`config.mk`:
```
export PLATFORM = sky130hd
export DESIGN_NAME = mem_port_arbiter
export DESIGN_NICKNAME = d
export VERILOG_FILES = /design/src/rtl/mem_port_arbiter.sv
export SDC_FILE = /design/constraint.sdc
export NUM_CORES = 1
export LEC_CHECK = 0
export CORE_AREA = 2 2 103 105
export CTS_CLUSTER_DIAMETER = 150
export DETAILED_ROUTE_END_ITERATION = 6
export DIE_AREA = 0 0 105 107
export PLACE_DENSITY = 0.9
export RECOVER_POWER = 25
export SLEW_MARGIN = 20
export SYNTH_ARGS = -nofsm -noshare
export SYNTH_HDL_FRONTEND = slang
export SYNTH_SLANG_ARGS = --single-unit
```
`constraint.sdc`:
```
create_clock -name clock -period 2.3 [get_ports clock]
set_clock_uncertainty 0.15 [all_clocks]
set_input_delay 0.46 -clock clock [delete_from_list [all_inputs] [get_ports clock]]
set_output_delay 0.46 -clock clock [all_outputs]
set_load 0.01 [all_outputs]
```
`src/rtl/mem_port_arbiter.sv`:
```
// Single-port memory arbiter between the fetch and data ports.
// One transaction in flight; ready/err pulse back to the granted port.
module mem_port_arbiter #(
  parameter int ADDR_WIDTH = 32,
  parameter int DATA_WIDTH = 32,
  parameter int TIMEOUT    = 16
) (
  input  logic                  clock,
  input  logic                  reset,
  input  logic                  if_req,
  input  logic [ADDR_WIDTH-1:0] if_addr,
  output logic [DATA_WIDTH-1:0] if_rdata,
  output logic                  if_ready,
  output logic                  if_err,
  input  logic                  d_req,
  input  logic                  d_we,
  input  logic [ADDR_WIDTH-1:0] d_addr,
  input  logic [DATA_WIDTH-1:0] d_wdata,
  output logic [DATA_WIDTH-1:0] d_rdata,
  output logic                  d_ready,
  output logic                  d_err,
  output logic                  mem_req,
  output logic                  mem_we,
  output logic [ADDR_WIDTH-1:0] mem_addr,
  output logic [DATA_WIDTH-1:0] mem_wdata,
  input  logic [DATA_WIDTH-1:0] mem_rdata,
  input  logic                  mem_ack
);

  localparam int CW = (TIMEOUT > 2) ? $clog2(TIMEOUT) : 1;

  typedef enum logic [1:0] {
    IDLE,
    BUSY_I,
    BUSY_D
  } state_t;

  state_t        state;
  logic          last_d;
  logic [CW-1:0] cnt;
  logic          grant_d;
  logic          expire;
  logic          busy_i;
  logic          busy_d;

  // D wins ties unless it had the previous grant
  assign grant_d = d_req & (~if_req | ~last_d);
  assign expire  = (cnt == CW'(TIMEOUT - 1)) & ~mem_ack;
  assign busy_i  = (state == BUSY_I);
  assign busy_d  = (state == BUSY_D);

  assign if_ready = busy_i & mem_ack;
  assign if_err   = busy_i & expire;
  assign if_rdata = busy_i ? mem_rdata : '0;
  assign d_ready  = busy_d & mem_ack;
  assign d_err    = busy_d & expire;
  assign d_rdata  = busy_d ? mem_rdata : '0;

  always_ff @(posedge clock) begin
    if (reset) begin
      state     <= IDLE;
      mem_req   <= 1'b0;
      mem_we    <= 1'b0;
      mem_addr  <= '0;
      mem_wdata <= '0;
      cnt       <= '0;
      last_d    <= 1'b0;
    end else begin
      unique case (state)
        IDLE: begin
          cnt <= '0;
          if (if_req | d_req) begin
            mem_req <= 1'b1;
            if (grant_d) begin
              state     <= BUSY_D;
              last_d    <= 1'b1;
              mem_we    <= d_we;
              mem_addr  <= d_addr;
              mem_wdata <= d_wdata;
            end else begin
              state     <= BUSY_I;
              last_d    <= 1'b0;
              mem_we    <= 1'b0;
              mem_addr  <= if_addr;
              mem_wdata <= '0;
            end
          end
        end
        BUSY_I, BUSY_D: begin
          if (mem_ack | expire) begin
            state   <= IDLE;
            mem_req <= 1'b0;
            cnt     <= '0;
          end else begin
            cnt <= cnt + CW'(1);
          end
        end
        default: begin
          state   <= IDLE;
          mem_req <= 1'b0;
          cnt     <= '0;
        end
      endcase
    end
  end

endmodule

```
# After elaboration in Yosys (flattened, before gate mapping)
# Cells that the tools add are included.
# op_classes
n_addsub	1
n_lt_le_gt_ge	0
n_mux	13
n_div	0
reduce_logical	5
n_mul	0
n_eq_ne	5
shifts	0
bitwise	13
# ops
cell	n
32-bit 2-to-1 mux	4
1-bit bitwise AND	6
2-bit 2-to-1 mux	3
4-bit by 1-bit adder with 4-bit output (second input constant)	1
4-bit equality test (second input constant)	1
1-bit 2-to-1 mux	4
2-bit != test (second input constant)	2
1-bit inverter	4
2-bit case mux with 2 select lines	1
2-bit AND reduction	2
1-bit bitwise OR	3
3-bit OR reduction	1
2-bit by 1-bit equality test with 1-bit output (second input constant)	1
2-bit equality test (second input constant)	1
2-bit zero test	1
1-bit case mux with 2 select lines	1
2-bit OR reduction	1
# word_totals
mem_bits_rw	0
latchBits	0
wordCells	44
in_bits	134
regBits	73
n_memories	0
output_inout_bits	134
rom_bits	0

# Longest topological paths before layout
# Gate-level depths: netlist (run 1).
# logic_depth
ltp_word	6
mapped_depth	7
depth_no_buf	5

# Worst setup path before layout (run 1)
# Ideal clock, no wire load.
# synth_timing
path_type	register to output
from	reg cnt[0]
to	out d_err
arrival_ns	1.055
path_slack_ns	0.635
required_time_ns	1.690
path_stages_with_launch	4
path_buffers	0
cell_sequence	dfxtp_1 > ha_1 > nand3_1 > nor3b_1
# synth_via
elab_chain_len	3
# synth_lines
element	line_no	source
start: declaration	40	logic [CW-1:0] cnt;
start signal: assignment	95	cnt <= cnt + CW'(1);
4-bit equality test	48	assign expire = (cnt == CW'(TIMEOUT - 1)) & ~mem_ack;
1-bit bitwise AND	48	
1-bit bitwise AND	56	assign d_err = busy_d & expire;
end: declaration	21	output logic d_err,
# No other way between the ends.

# Worst setup path after layout (run 1)
# layout_timing
from	in mem_ack
to	out d_ready
# layout_via
elab_chain_len	1
# layout_lines
element	line_no	source
start: declaration	27	input logic mem_ack
1-bit bitwise AND	55	assign d_ready = busy_d & mem_ack;
end: declaration	20	output logic d_ready,
# No other way between the ends.

==> impl_metrics.yaml, run 1 <==
status:
  status: "finished, final reports clean"
die:
  die_w_um: 105
  dieHeight_um: 107
  rows: 37
  die_area_um2: 11200
  start_util_pct: 33.1
  io_pins: 268
  core_area_um2: 10100
worst_setup_path:
  cp_max_fo: 5
  r2r-start: "state[0]$_SDFFE_PP0P_"
  cp_slowest_cell: "dlygate4sd3_1"
  critPathTopFamily: "buffers and inverters"
  critPathMaxStageDelay_ns: 0.65
  crit_type: "in2out"
  cp-end-kind: "output port"
  worstSetupStartpointType: "input port"
  path_cells: "dlygate4sd3_1 -> and2_1 -> dlygate4sd2_1"
  rrSetupSlack_ns: 0.50
  worstPathArrival_ns: 1.59
  critical_path.startpoint: "mem_ack"
  crit_buf_inv: 2
  worstPathRequired_ns: 1.69
pwr:
  power.internal_uw: 2720
  vdd_drop_max_uv: 475
  p_comb_share_pct: 35.0
  p_switching_uw: 1230
  p_per_area_nw_per_um2: 626
  switching_share_pct: 31.2
  p_leak_uw: 0.00271
  p_total_uw: 3950
  clkPwrFrac_pct: 27.2
  seqPwrFrac_pct: 37.9
place:
  dpl.hpwl_mm: 9.88
  io_buffers: 267
  gp_congestion: 0.978
clocking:
  ctsLongestPathBuffers: 2
  clk_pin_slew_ns: 0.07
  clock_latency_ns: 0.35
  numCtsBuffers: 9
  cts-htree-levels: 3
  cts_tree: "yes"
  clockRootBuffer: "clkbuf_8"
  cts_hold_buf: 0
  cts_sinks: 73
worst_hold_path:
  hp-start: "cnt[0]$_SDFF_PP0_"
  hp-class: "reg2reg"
synthesis:
  yosysWarnings: 0
  synth_cell_types: 31
  syn_area_per_cell_um2: 8.21
  postSynthCellCount: 407
  ys_ff_latch: 73
  syn_nets: 545
  ys_seq_area_share_pct: 43.8
  synth_area_um2: 3340
route:
  routed_wirelength_mm: 13.4
  drt_first_pass_iters: 4
  drtIter0Drc: 252
  wl_per_cell_um: 16.6
  vias: 4018
  routed_via_density: 4.99
  ant_nets: 0
  drc_errors: 0
grt:
  grt_pass1_wl_mm: 20.4
  grt_pass1_vias: 4009
  grt_max_degree: 65
  antenna_found_initial: 0
  gr-total-overflow: 0
  grt_use_total_pct: 22.6
finish:
  final_nets: 803
  antenna_cells: 0
  layout-drive-gt1-share_pct: 6.72
  area_growth_syn_to_layout_pct: 89.0
sta:
  period_minus_slack_ns: 2.20
  tightestPinTransition_ns: 0.625
  fmax_mhz: 455
  finalHoldViolCount: 0
  setup_violations: 0
  hold_ws_ns: 0.320
  fin_crit_sh_pct: 95.6
  maxSlewViolCount: 0
  relSlewSlack_pct: 58.3
  rsz0062_at_grt: "no"
run:
  drv_cap: 0
## cells by family (layout without fill, tap and decap cells)
family,after synthesis,count (layout),share of synthesized area (%)
flops,73,73,43.8
fa+ha+maj,4,4,1.50
buf+inv,40,303,5.96
compound gates,108,108,22.4
xor+xnor,2,2,0.525
simple gates,180,180,25.9
## layout by cell type (no fill, tap or decap), types with 2 or more instances in the layout
master | Yosys | routed
nor3_1 | 3 | 3
o21ai_1 | 6 | 6
nand2_1 | 68 | 68
dfxtp_2 | 0 | 2
buf_6 | 3 | 2
dlygate4sd3_1 | 0 | 12
clkinvlp_4 | 0 | 2
clkdlybuf4s50_1 | 0 | 187
a21oi_1 | 2 | 2
inv_1 | 3 | 2
nor2_1 | 34 | 34
a31oi_1 | 33 | 33
nand3_1 | 4 | 3
dlygate4sd2_1 | 0 | 67
and2_1 | 67 | 66
buf_12 | 0 | 3
ha_1 | 4 | 2
dfxtp_1 | 73 | 71
a32oi_1 | 33 | 33
buf_4 | 2 | 9
clkbuf_2 | 0 | 2
clkbuf_8 | 0 | 11
o21ai_0 | 26 | 26
## area by class of cell
class | count | area, um^2
timing repair buffer | 284 | 2750
tap | 136 | 170
inverter | 3 | 11.3
sequential | 73 | 1460
clock inverter | 5 | 62.6
fill | 900 | 3780
multi-input combinational | 294 | 1700
clock buffer | 11 | 151
## per-stage QoR
step,utilization (%),cell area (um^2),std cells,setup slack [ns],TNS [ns]
finish,62.5,6310,806,0.101,0
global route,62.5,6310,806,0.0369,0
CTS,62.7,6330,806,0.0498,0
detailed placement,61.0,6160,789,-0.0843,-0.251
global placement,61.0,6160,789,-0.0817,-0.180
floorplan,-,3340,407,0.635,0
## power groups by stage
| stage | Clock [uW] | Sequential, uW | Combinational (uW) |
|---|---|---|---|
| global route | 1160 | 1510 | 1480 |
| global placement | 0 | 1510 | 1390 |
| CTS | 1100 | 1500 | 1400 |
| floorplan | 0 | 1580 | 544 |
| finish | 1070 | 1500 | 1380 |
| detailed placement | 0 | 1520 | 1440 |
## per-layer routing
layer  global-route usage, %  wire length, um  vias up
li1                        -                -     1939
met1                    25.8             5390     1898
met2                    40.6             6830      157
met3                    6.50              839       24
met4                    7.43              307        0
met5                       0                0        -
## flip-flops by register name, summed over array words and instances, names as in the netlist
signal / cells
cnt: 4
last_d: 1
mem_addr: 32
mem_req: 1
mem_wdata: 32
mem_we: 1
state: 2
## cells in the mapped netlist
library cell / count / share of area, %
a211o_1: 1 / 0.26
a21bo_2: 1 / 0.30
a21boi_2: 1 / 0.34
a21oi_1: 2 / 0.30
a22oi_1: 1 / 0.22
a31oi_1: 33 / 6.2
a32oi_1: 33 / 8.7
and2_1: 67 / 13
and3_1: 1 / 0.19
buf_1: 3 / 0.34
buf_2: 15 / 2.2
buf_4: 2 / 0.45
buf_6: 3 / 1.0
clkbuf_1: 14 / 1.6
dfxtp_1: 73 / 44
ha_1: 4 / 1.5
inv_1: 3 / 0.34
nand2_1: 68 / 7.6
nand3_1: 4 / 0.60
nor2_1: 34 / 3.8
nor2b_1: 1 / 0.19
nor3_1: 3 / 0.45
nor3b_1: 2 / 0.45
o21a_1: 1 / 0.22
o21ai_0: 26 / 3.9
o21ai_1: 6 / 0.90
o21ai_2: 1 / 0.26
o221a_2: 1 / 0.34
o32ai_2: 1 / 0.49
xnor2_1: 1 / 0.26
xor2_1: 1 / 0.26
## final timing paths
check / endpoint / cells past startpoint
hold / removal: cnt[0]$_SDFF_PP0_ / 1
setup reg to reg: mem_addr[16]$_SDFFE_PP0P_ / 6
setup / recovery: d_ready / 3
hold reg to reg: cnt[0]$_SDFF_PP0_ / 1
## timing repair
action                                  in CTS  in global routing
pin swaps                                    0                  0
cloned                                       1                  0
endpoints found under the setup margin      68                  2
endpoints found under the hold margin        0                  0
gates resized for setup                     78                  4
setup buffers                                0                  0
No activity file was read; power rests on OpenSTA's default activity.
==> run 2: changes to the inputs <==
--- a/config.mk
+++ b/config.mk
@@ -5,10 +5,11 @@
 export SDC_FILE = /design/constraint.sdc
 export NUM_CORES = 1
 export LEC_CHECK = 0
-export CORE_AREA = 2 2 103 105
+export CORE_MARGIN = 2
+export CORE_UTILIZATION = 33
 export CTS_CLUSTER_DIAMETER = 150
 export DETAILED_ROUTE_END_ITERATION = 6
-export DIE_AREA = 0 0 105 107
+export HOLD_SLACK_MARGIN = 0.05
 export PLACE_DENSITY = 0.9
 export RECOVER_POWER = 25
 export SLEW_MARGIN = 20
==> constraint.sdc (replaced) <==
create_clock -name clock -period 2.27 [get_ports clock]
set_clock_uncertainty 0.15 [all_clocks]
set_input_delay 0.454 -clock clock [delete_from_list [all_inputs] [get_ports clock]]
set_output_delay 0.454 -clock clock [all_outputs]
set_load 0.01 [all_outputs]
==> run 2 against run 1 <==
Against the previous run:
- final area is 0.67% higher
- register-to-register slack worse by 0.02 ns
- non-clock buffer count is 1 higher
- worst hold slack better by 0.0048 ns
- sequential share of layout area is 0.16 points lower
- clock power hardly changed
- largest power group unchanged
- highest routed layer unchanged
==> impl_metrics.yaml, run 2 (synthesis gave the netlist of run 1 again) <==
status:
  status: "finished, final reports clean"
sta:
  rsz0062_at_grt: "no"
  fin_crit_sh_pct: 97.1
  finalWorstSetupSlack_ns: 0.0661
  relSlewSlack_pct: 50.8
  setup_violations: 0
  tightestPinTransition_ns: 0.732
  finalHoldViolCount: 0
  period_minus_slack_ns: 2.20
  maxSlewViolCount: 0
  fmax_mhz: 454
clocking:
  clk_pin_slew_ns: 0.09
  ctsLongestPathBuffers: 2
  numCtsBuffers: 9
  cts_hold_buf: 0
  clockRootBuffer: "clkbuf_8"
  cts_sinks: 73
  clock_latency_ns: 0.33
  cts_tree: "yes"
  cts-htree-levels: 3
die:
  io_pins: 268
  rows: 36
  die_area_um2: 10900
  start_util_pct: 34.0
  dieHeight_um: 105
  core_area_um2: 9820
  die_w_um: 105
pwr:
  seqPwrFrac_pct: 38.0
  vdd_drop_max_uv: 459
  switching_share_pct: 31.7
  p_per_area_nw_per_um2: 627
  power.internal_uw: 2720
  p_comb_share_pct: 35.3
  p_switching_uw: 1260
  p_leak_uw: 0.00274
  clkPwrFrac_pct: 26.8
  p_total_uw: 3990
place:
  dpl_cell_area_um2: 6170
  io_buffers: 267
  gp_congestion: 0.868
  post-place-ws_ns: -0.156
  dpl.hpwl_mm: 9.63
route:
  drc_errors: 0
  drtIter0Drc: 242
  wl_per_cell_um: 16.1
  vias: 4007
  ant_nets: 0
  routed_wirelength_mm: 12.9
  drt_first_pass_iters: 7
  routed_via_density: 4.98
finish:
  final_nets: 804
  top_regs: "mem_addr x32, mem_wdata x32, cnt x4"
  final_common_cell: "clkdlybuf4s50_1"
  fin_area_um2: 6350
  layout-drive-gt1-share_pct: 7.15
  antenna_cells: 0
  area_growth_syn_to_layout_pct: 90.3
  final_cell_mix: "186 x clkdlybuf4s50_1, 71 x dfxtp_1, 68 x nand2_1"
grt:
  grt_pass1_wl_mm: 20.5
  antenna_found_initial: 0
  grt_max_degree: 65
  grt.met2_usage_pct: 40.3
  met1_usage_pct: 25.3
  gr-total-overflow: 0
  grt.busiest_layer: "met2"
  grt_pass1_vias: 4090
  grt_use_met3_pct: 7.55
  grt_use_total_pct: 22.5
worst_setup_path:
  cp_max_fo: 10
  cp-end-kind: "output port"
  crit_type: "reg2out"
  worstPathArrival_ns: 1.60
  worstPathRequired_ns: 1.67
  worstSetupStartpointType: "register"
worst_hold_path:
  hp-class: "reg2reg"
run:
  drv_cap: 0
[run 2: worst paths after layout]
kind	slack, ns	from	cells past startpoint	end
max reg2reg	0.48	state[1]$_SDFFE_PP0P_	6	mem_addr[13]$_SDFFE_PP0P_
min	0.32	cnt[0]$_SDFF_PP0_	1	cnt[0]$_SDFF_PP0_
min reg2reg	0.32	cnt[0]$_SDFF_PP0_	1	cnt[0]$_SDFF_PP0_
max	0.07	state[0]$_SDFFE_PP0P_	5	d_rdata[23]
[run 2: cell type report]
class	instances	area, um^2
Fill cell	859	3470
Timing Repair Buffer	285	2780
Multi-Input combinational cell	294	1720
Sequential cell	73	1460
Tap cell	133	166
Clock buffer	9	124
Clock inverter	7	85.1
Inverter	3	11.3
[run 2: power by group through the flow]
stage	registers, uW	clock network [uW]	logic, uW
CTS	1520	1120	1430
detailed placement	1540	0	1460
global route	1530	1160	1520
floorplan	1600	0	551
global placement	1530	0	1420
finish	1510	1070	1400
[run 2: per-layer routing]
| metal | wire length [um] | part of all wire [%] |
|---|---|---|
| met1 | 5050 | 39 |
| met5 | 0 | 0 |
| met4 | 284 | 2.2 |
| met2 | 6590 | 51 |
| met3 | 990 | 7.7 |
[run 2: what timing repair did]
item                                    CTS  global route
resized for setup                        83             5
pin swaps                                 1             1
gates cloned                              2             0
endpoints found under the setup margin   68             2
buffers inserted                          0             0
[run 2: worst max-delay path: stages (launching register included)]
cell and delay [ns]:
dfxtp_2 0.39, inv_2 0.07, ha_4 0.18, buf_4 0.16
and2_1 0.18, dlygate4sd2_1 0.29
[run 2: metrics by stage]
stage	hold slack [ns]	TNS, ns	utilization (%)	std cells
floorplan	0.280	0	-	407
global placement	0.290	-0.344	62.8	786
detailed placement	0.312	-0.371	62.8	786
CTS	0.326	0	64.7	804
global route	0.353	0	64.7	804
finish	0.324	0	64.7	804
